===== src/rtl/instr_mem_loader.sv =====
// Assembles a little-endian host byte stream into 32-bit words and writes them to instruction memory.
// Optional checksum byte after the payload when LOADER_CHECKSUM_EN is defined.
module instr_mem_loader #(
  parameter int ADDR_WIDTH = 32,
  parameter int DATA_WIDTH = 32,
  parameter int MEM_DEPTH  = 256,
  parameter int BASE_ADDR  = 0
) (
  input  logic                  clk,
  input  logic                  rst,
  input  logic                  start,
  input  logic [ADDR_WIDTH-1:0] length,
  input  logic                  byte_valid,
  input  logic [7:0]            byte_data,
  output logic                  byte_ready,
  output logic                  mem_we,
  output logic [ADDR_WIDTH-1:0] mem_addr,
  output logic [DATA_WIDTH-1:0] mem_wdata,
  output logic                  core_hold,
  output logic                  busy,
  output logic                  done,
  output logic                  error
);

  typedef enum logic [2:0] {
    S_IDLE, S_RECV, S_WRITE, S_DONE
`ifdef LOADER_CHECKSUM_EN
    , S_CSUM
`endif
  } state_t;

  state_t                state_q, state_d;
  logic [1:0]            byte_cnt_q, byte_cnt_d;
  logic [ADDR_WIDTH-1:0] word_idx_q, word_idx_d;
  logic [ADDR_WIDTH-1:0] len_q, len_d;
  logic [23:0]           asm_q, asm_d;
  logic [ADDR_WIDTH-1:0] addr_q, addr_d;
  logic [DATA_WIDTH-1:0] wdata_q, wdata_d;
  logic                  done_q, done_d;
  logic                  error_q, error_d;
`ifdef LOADER_CHECKSUM_EN
  logic [7:0]            csum_q, csum_d;
`endif

  always_ff @(posedge clk or posedge rst) begin
    if (rst) begin
      state_q    <= S_IDLE;
      byte_cnt_q <= '0;
      word_idx_q <= '0;
      len_q      <= '0;
      asm_q      <= '0;
      addr_q     <= '0;
      wdata_q    <= '0;
      done_q     <= 1'b0;
      error_q    <= 1'b0;
`ifdef LOADER_CHECKSUM_EN
      csum_q     <= '0;
`endif
    end else begin
      state_q    <= state_d;
      byte_cnt_q <= byte_cnt_d;
      word_idx_q <= word_idx_d;
      len_q      <= len_d;
      asm_q      <= asm_d;
      addr_q     <= addr_d;
      wdata_q    <= wdata_d;
      done_q     <= done_d;
      error_q    <= error_d;
`ifdef LOADER_CHECKSUM_EN
      csum_q     <= csum_d;
`endif
    end
  end

  always_comb begin
    state_d    = state_q;
    byte_cnt_d = byte_cnt_q;
    word_idx_d = word_idx_q;
    len_d      = len_q;
    asm_d      = asm_q;
    addr_d     = addr_q;
    wdata_d    = wdata_q;
    done_d     = done_q;
    error_d    = error_q;
`ifdef LOADER_CHECKSUM_EN
    csum_d     = csum_q;
`endif
    byte_ready = 1'b0;
    busy       = 1'b0;
    mem_we     = 1'b0;

    case (state_q)
      S_IDLE, S_DONE: begin
        if (start) begin
          if (length == '0) begin
`ifdef LOADER_CHECKSUM_EN
            // Empty payload still requires its checksum byte (expected 0x00).
            state_d = S_CSUM;
            csum_d  = '0;
            done_d  = 1'b0;
            error_d = 1'b0;
`else
            state_d = S_DONE;
            done_d  = 1'b1;
            error_d = 1'b0;
`endif
          end else if (length > ADDR_WIDTH'(MEM_DEPTH)) begin
            state_d = S_DONE;
            done_d  = 1'b0;
            error_d = 1'b1;
          end else begin
            state_d    = S_RECV;
            done_d     = 1'b0;
            error_d    = 1'b0;
            byte_cnt_d = '0;
            word_idx_d = '0;
            len_d      = length;
`ifdef LOADER_CHECKSUM_EN
            csum_d     = '0;
`endif
          end
        end
      end
      S_RECV: begin
        byte_ready = 1'b1;
        busy       = 1'b1;
        if (byte_valid) begin
          byte_cnt_d = byte_cnt_q + 2'd1;
`ifdef LOADER_CHECKSUM_EN
          csum_d     = csum_q ^ byte_data;
`endif
          case (byte_cnt_q)
            2'd0: asm_d[7:0]   = byte_data;
            2'd1: asm_d[15:8]  = byte_data;
            2'd2: asm_d[23:16] = byte_data;
            default: begin
              wdata_d = {byte_data, asm_q};
              addr_d  = ADDR_WIDTH'(BASE_ADDR) + {word_idx_q[ADDR_WIDTH-3:0], 2'b00};
              state_d = S_WRITE;
            end
          endcase
        end
      end
      S_WRITE: begin
        mem_we     = 1'b1;
        busy       = 1'b1;
        word_idx_d = word_idx_q + 1'b1;
        if (word_idx_q == len_q - 1'b1) begin
`ifdef LOADER_CHECKSUM_EN
          state_d = S_CSUM;
`else
          state_d = S_DONE;
          done_d  = 1'b1;
`endif
        end else begin
          state_d = S_RECV;
        end
      end
`ifdef LOADER_CHECKSUM_EN
      S_CSUM: begin
        byte_ready = 1'b1;
        busy       = 1'b1;
        if (byte_valid) begin
          state_d = S_DONE;
          done_d  = (byte_data == csum_q);
          error_d = (byte_data != csum_q);
        end
      end
`endif
      default: state_d = S_IDLE;
    endcase
  end

  assign core_hold = busy;
  assign mem_addr  = addr_q;
  assign mem_wdata = wdata_q;
  assign done      = done_q;
  assign error     = error_q;

endmodule

===== config.mk =====
export PLATFORM = sky130hd
export DESIGN_NAME = instr_mem_loader
export DESIGN_NICKNAME = d
export VERILOG_FILES = /design/src/rtl/instr_mem_loader.sv
export SDC_FILE = /design/constraint.sdc
export NUM_CORES = 1
export LEC_CHECK = 0
export ABC_AREA = 1
export BUFFER_PORTS_ARGS = -buffer_cell sky130_fd_sc_hd__clkbuf_2
export CAP_MARGIN = 20
export CORE_UTILIZATION = 30
export DETAILED_ROUTE_END_ITERATION = 16
export PLACE_DENSITY_LB_ADDON = 0.05
export SYNTH_ARGS = -nofsm -noshare
export SYNTH_HDL_FRONTEND = slang
export SYNTH_SLANG_ARGS = --single-unit

===== constraint.sdc =====
create_clock -name clk -period 4.4 [get_ports clk]
set_input_delay 0 -clock clk [delete_from_list [all_inputs] [get_ports clk]]
set_output_delay 0 -clock clk [all_outputs]
set_load 0.005 [all_outputs]

# Word level (Yosys, flattened, before mapping)
# Cells that the tools add are included.
op_classes:
  reduce_logical: 18
  magnitude_cmp: 1
  mux: 25
  addsub: 3
  bitwise_logic: 3
  eq_ne: 12
op_table:
  columns: ["operator", "count"]
  rows:
  - ["$mux 32", 3]
  - ["$pmux 32 s2", 1]
  - ["$add 32x1->32 const B", 1]
  - ["$eq 32x32->1", 1]
  - ["$gt 32x9->1 const B", 1]
  - ["$logic_not 32->1", 1]
  - ["$sub 32x1->32 const B", 1]
  - ["$reduce_and 3->1", 6]
  - ["$mux 2", 7]
  - ["$ne 2x2->1 const B", 6]
  - ["$mux 3", 3]
  - ["$pmux 3 s3", 1]
  - ["$mux 1", 8]
  - ["$reduce_and 4->1", 2]
  - ["$eq 3x2->1 const B", 2]
  - ["$reduce_and 5->1", 1]
  - ["$pmux 2 s2", 1]
  - ["$reduce_bool 2->1", 2]
  - ["$reduce_or 2->1", 2]
  - ["$eq 3x1->1 const B", 1]
  - ["$logic_not 3->1", 1]
  - ["$not 1->1", 3]
  - ["$reduce_or 3->1", 1]
  - ["$add 2x1->2 const B", 1]
  - ["other kinds (5)", 5]
word_totals:
  out_inout_bits: 70
  in_bits: 44
  reg_bits: 157
  elab_cells: 73

# Logic depth before layout (Yosys ltp)
depth:
  word_depth: 5
  mapped_depth: 17

# Least setup slack after synthesis
# No wires, ideal clock.
synth_timing:
  kind: "register -> register"
  from: "reg len_q[0]"
  to: "reg done_q, in the netlist done"
  t_required_ps: 4284
  path_stages_with_launch: 15
  t_arrival_ps: 1750
  path_slack_ps: 2533
  period_less_slack_ps: 1867
  path_cell_list: "dfrtp_1 inv_1 ha_1 nand2_4 nor2_8 nand2_4 nor2_2 xor2_1 nand3_1 nor2_2 nand3_2 nand2_2 nand2_1 nand2_1 nand2_1"
synth_via:
  elab_chain_len: 4
synth_rtl:
  columns: ["element", "line_no", "text"]
  rows:
  - ["from (decl)", "35", "logic [ADDR_WIDTH-1:0] len_q, len_d;"]
  - ["from (signal assigned)", "63", "len_q <= len_d;"]
  - ["$sub 32x1->32", "148", "if (word_idx_q == len_q - 1'b1) begin"]
  - ["$eq 32x32->1", "148", null]
  - ["$ne 2x2->1 (no source line)", null, null]
  - ["$reduce_and 3->1 (no source line)", null, null]
  - ["to (signal assigned)", "67", "done_q <= done_d;"]
  - ["to (decl)", "39", "logic done_q, done_d;"]
# Every way passes these cells.
# A chain may end at the register's enable or synchronous reset.

# Worst setup path after layout
layout_timing:
  from: "in length[5]"
  to: "reg word_idx_q[23]"
layout_via:
  elab_chain_len: 3
layout_rtl:
  columns: ["element", "line_no", "text"]
  rows:
  - ["from (decl)", "12", "input logic [ADDR_WIDTH-1:0] length,"]
  - ["$gt 32x9->1 or $logic_not 32->1 (tied branches)", "107, 95", null]
  - ["$ne 2x2->1 (no source line)", null, null]
  - ["$reduce_and 4->1 (no source line) *", null, null]
  - ["to (signal assigned)", "62", "word_idx_q <= word_idx_d;"]
  - ["to (decl)", "34", "logic [ADDR_WIDTH-1:0] word_idx_q, word_idx_d;"]
# Every way passes the cells marked *; elsewhere a longest branch is shown, timed or not.

==> impl_metrics.csv <==
group,metric,value,unit
detailed_routing,post-route-drc-count,0,
clocking,post_cts_buffers,0,
clocking,cts_buffer_depth,2,
clocking,root_buffer,"clkbuf_16",
detailed_routing,wl,22990,um
clocking,cts.sinks,156,
timing,worst_slew_margin_rel,45.04,%
floorplan,start_util,30.64,%
logic_synthesis,synthFlopType,"dfrtp_1",
critical_path,cp_cell_sequence,"dlygate4sd3_1 -> clkbuf_2 -> nor4_1 -> nand4_1 -> inv_1 -> o21ai_1 -> inv_1 -> nand4_4 -> nand2_2 -> buf_12 -> o21ai_0",
detailed_routing,drtPass1Iterations,4,
critical_path,crit_arrival,2.80,ns
timing,period_share,56.58,%
hold_path,worstHoldStart,"length[18]",
critical_path,crit_buf_inv,5,
critical_path,max_stage_delay,0.54,ns
power_and_ir_drop,powerDensity,420.1,nW/um2
clocking,cts_resized,0,
floorplan,die-area,28270,um2
floorplan,die-height,168.2,um
logic_synthesis,ys_seq_elements,156,
clocking,worstSkewPairLatency,0.44,ns
detailed_routing,vias,6774,
job,cap_violations,0,
clocking,cts_tree,"done",
timing,rsz0062_at_grt,"no",
run_status,status,"finished clean",
timing,min_period,2.489,ns
clocking,ctsHoldBuffers,19,
power_and_ir_drop,ir_worst_vdd,0.2497,mV
global_route,grt_start_max_net_pins,80,
critical_path,cp_top_family,"simple AND/OR/NAND/NOR gates",
global_route,grt_pass1_wl,37660,um
place,gp_congestion,0.8336,
timing,setup_violations,0,
floorplan,io_pins,114,
timing,fin_tns_setup,0,ns
critical_path,setup.worst_path.end_class,"flip-flop",
timing,holdWs,0.1799,ns
place,placed_cell_area,9175,um2
critical_path,critPathMaxFanout,60,
timing,tightestPinTransition,0.8244,ns
logic_synthesis,synth_warnings,0,
detailed_routing,drt-wirelength-per-cell,15.28,um
timing,hold_viol_final,0,
logic_synthesis,ys_types,38,
critical_path,reg2reg_to,"mem_addr[17]",
floorplan,core,27030,um2
layout,final_layout_size_suffix_gt1_share,18.47,%
critical_path,required,4.71,ns
detailed_routing,vias_per_cell,4.501,
hold_path,worstHoldPathCells,7,
global_route,track_usage,17.36,%
layout,postLayoutCellArea,9992,um2
clocking,numCtsBuffers,17,
global_route,grt_pass1_vias,6952,
clocking,htree_levels,4,
power_and_ir_drop,p_leak,5.027,nW
global_route,antenna_found_initial,0,
clocking,path_clk_slew,0.07,ns
critical_path,reg2regPathDepth,6,
critical_path,start_kind,"primary input",
critical_path,path_class,"primary input to flip-flop",
floorplan,die_x,168.2,um
critical_path,cpMaxStageDelayCell,"dlygate4sd3_1",
detailed_routing,drt_iter0_drc,358,
critical_path,r2r_slack,1.98,ns
floorplan,row_count,60,
timing,clock_skew,0.01260,ns
logic_synthesis,synthTopCellsByArea,"dfrtp_1 (47%), nand2_1 (12%), o21ai_0 (6.0%), nor2_1 (5.2%), inv_1 (5.1%)",
hold_path,hold_class,"primary input to flip-flop",
critical_path,crit_top_cell,"inv_1",
detailed_routing,postRouteAntennaNets,0,
power_and_ir_drop,finalPower,4.197,mW
logic_synthesis,synth_area,8282,um2
place,portBuffers,111,
logic_synthesis,syn_area_per_cell,8.064,um2
timing,finalMaxSlewViolations,0,
logic_synthesis,synth_top_cell_by_area,"dfrtp_1",
hold_path,hold_end,"error",
logic_synthesis,ys_async_sr_fraction,100.0,%
logic_synthesis,netlist_instances,1027,
logic_synthesis,synthTopCellsByCount,"nand2_1 (270), dfrtp_1 (156), nor2_1 (114)",
logic_synthesis,synth-edff-count,0,
layout,areaGrowthSynthToFinish,20.65,%
place,dp_hpwl,16920,um
layout,antenna_cells,0,
logic_synthesis,ys_seq_area_share,47.14,%
logic_synthesis,yosysMostFrequentCell,"nand2_1",
global_route,grt-ovfl-total,0,
logic_synthesis,netlist.area_leader.share,47.14,%
critical_path,rr_startpoint,"state_q[1]",
timing,max_freq,401.7,MHz
layout,nets,1204,
## report_power, final
group	switching, mW	internal, mW
sequential	0.134	1.67
combinational	0.515	0.326
clock	0.681	0.875
## area by class of cell
type	instances	area, um2
clock inverter	14	167.7
fill	2859	17030
clock buffer	18	439.2
timing repair buffer	135	795.8
multi-input combinational	724	3815
inverter	117	444.2
sequential	156	3904
tap	341	426.7
## flip-flops by register name, summed over array words and instances, names as in the netlist
signal,cells
asm_q,24
byte_cnt_q,2
done,1
error,1
len_q,32
mem_addr,30
mem_wdata,32
state_q,2
word_idx_q,32
## worst max path at each step
| stage | from | to | slack (ns) | cells after the start |
|---|---|---|---|---|
| 6_report | length[5] | word_idx_q[23] | 1.91 | 11 |
| 5_1_grt | length[5] | word_idx_q[29] | 1.64 | 12 |
| 4_1_cts | length[5] | word_idx_q[25] | 1.35 | 10 |
| 3_5_place_dp | length[5] | word_idx_q[25] | 1.44 | 9 |
| 3_3_place_gp | length[5] | word_idx_q[13] | 1.48 | 9 |
| 2_1_floorplan | rst | asm_q[0] | 0.19 | 1 |
## per-stage QoR
step / util [%] / instances / worst slack [ns]
finish: 36.97 / 1505 / 1.911
global route: 36.97 / 1505 / 1.642
CTS: 36.90 / 1504 / 1.352
detailed placement: 33.95 / 1453 / 1.440
global placement: 33.95 / 1453 / 1.475
floorplan: - / 1028 / 0.1935
## routing by layer
metal,vias up,share of wire (%),GRT usage (%)
met5,-,0,0
met4,0,1.2,5.099
li1,3492,-,-
met1,3170,47,22.47
met3,15,3.9,3.785
met2,97,48,29.04
## cell families after synthesis
family / after synthesis / share of synthesized area, %
simple gates: 503 / 26.97
flops: 156 / 47.14
buf+inv: 148 / 6.995
compound gates: 124 / 7.675
xor+xnor: 62 / 6.557
mux: 24 / 3.263
fa+ha+maj: 9 / 1.360
other cells: 1 / 0.04528
## placed cells by master (no fill, tap or decap), types with 5 or more instances in the layout
cell type	count
clkbuf_2	111
nand3b_1	6
dlygate4sd3_1	19
mux2_2	24
nand2_1	270
nor2_2	7
nor2_1	114
o21ai_0	100
inv_6	8
xnor2_1	18
nand4_1	12
o21ai_1	8
nand3_1	29
ha_1	9
nor4_1	5
a21oi_1	9
xor2_1	44
clkbuf_16	17
nor2_4	8
dfrtp_1	156
inv_1	111
nand2_2	10
nor3_1	25
## tightest hold or removal path, cell delays in order
cell      delay, ns
clkbuf_2       0.08
nor2_1         0.03
nand4_1        0.06
nor2_1         0.06
o21ai_1        0.11
inv_1          0.10
a31oi_1        0.13
Power figures use the tool's default switching activity.
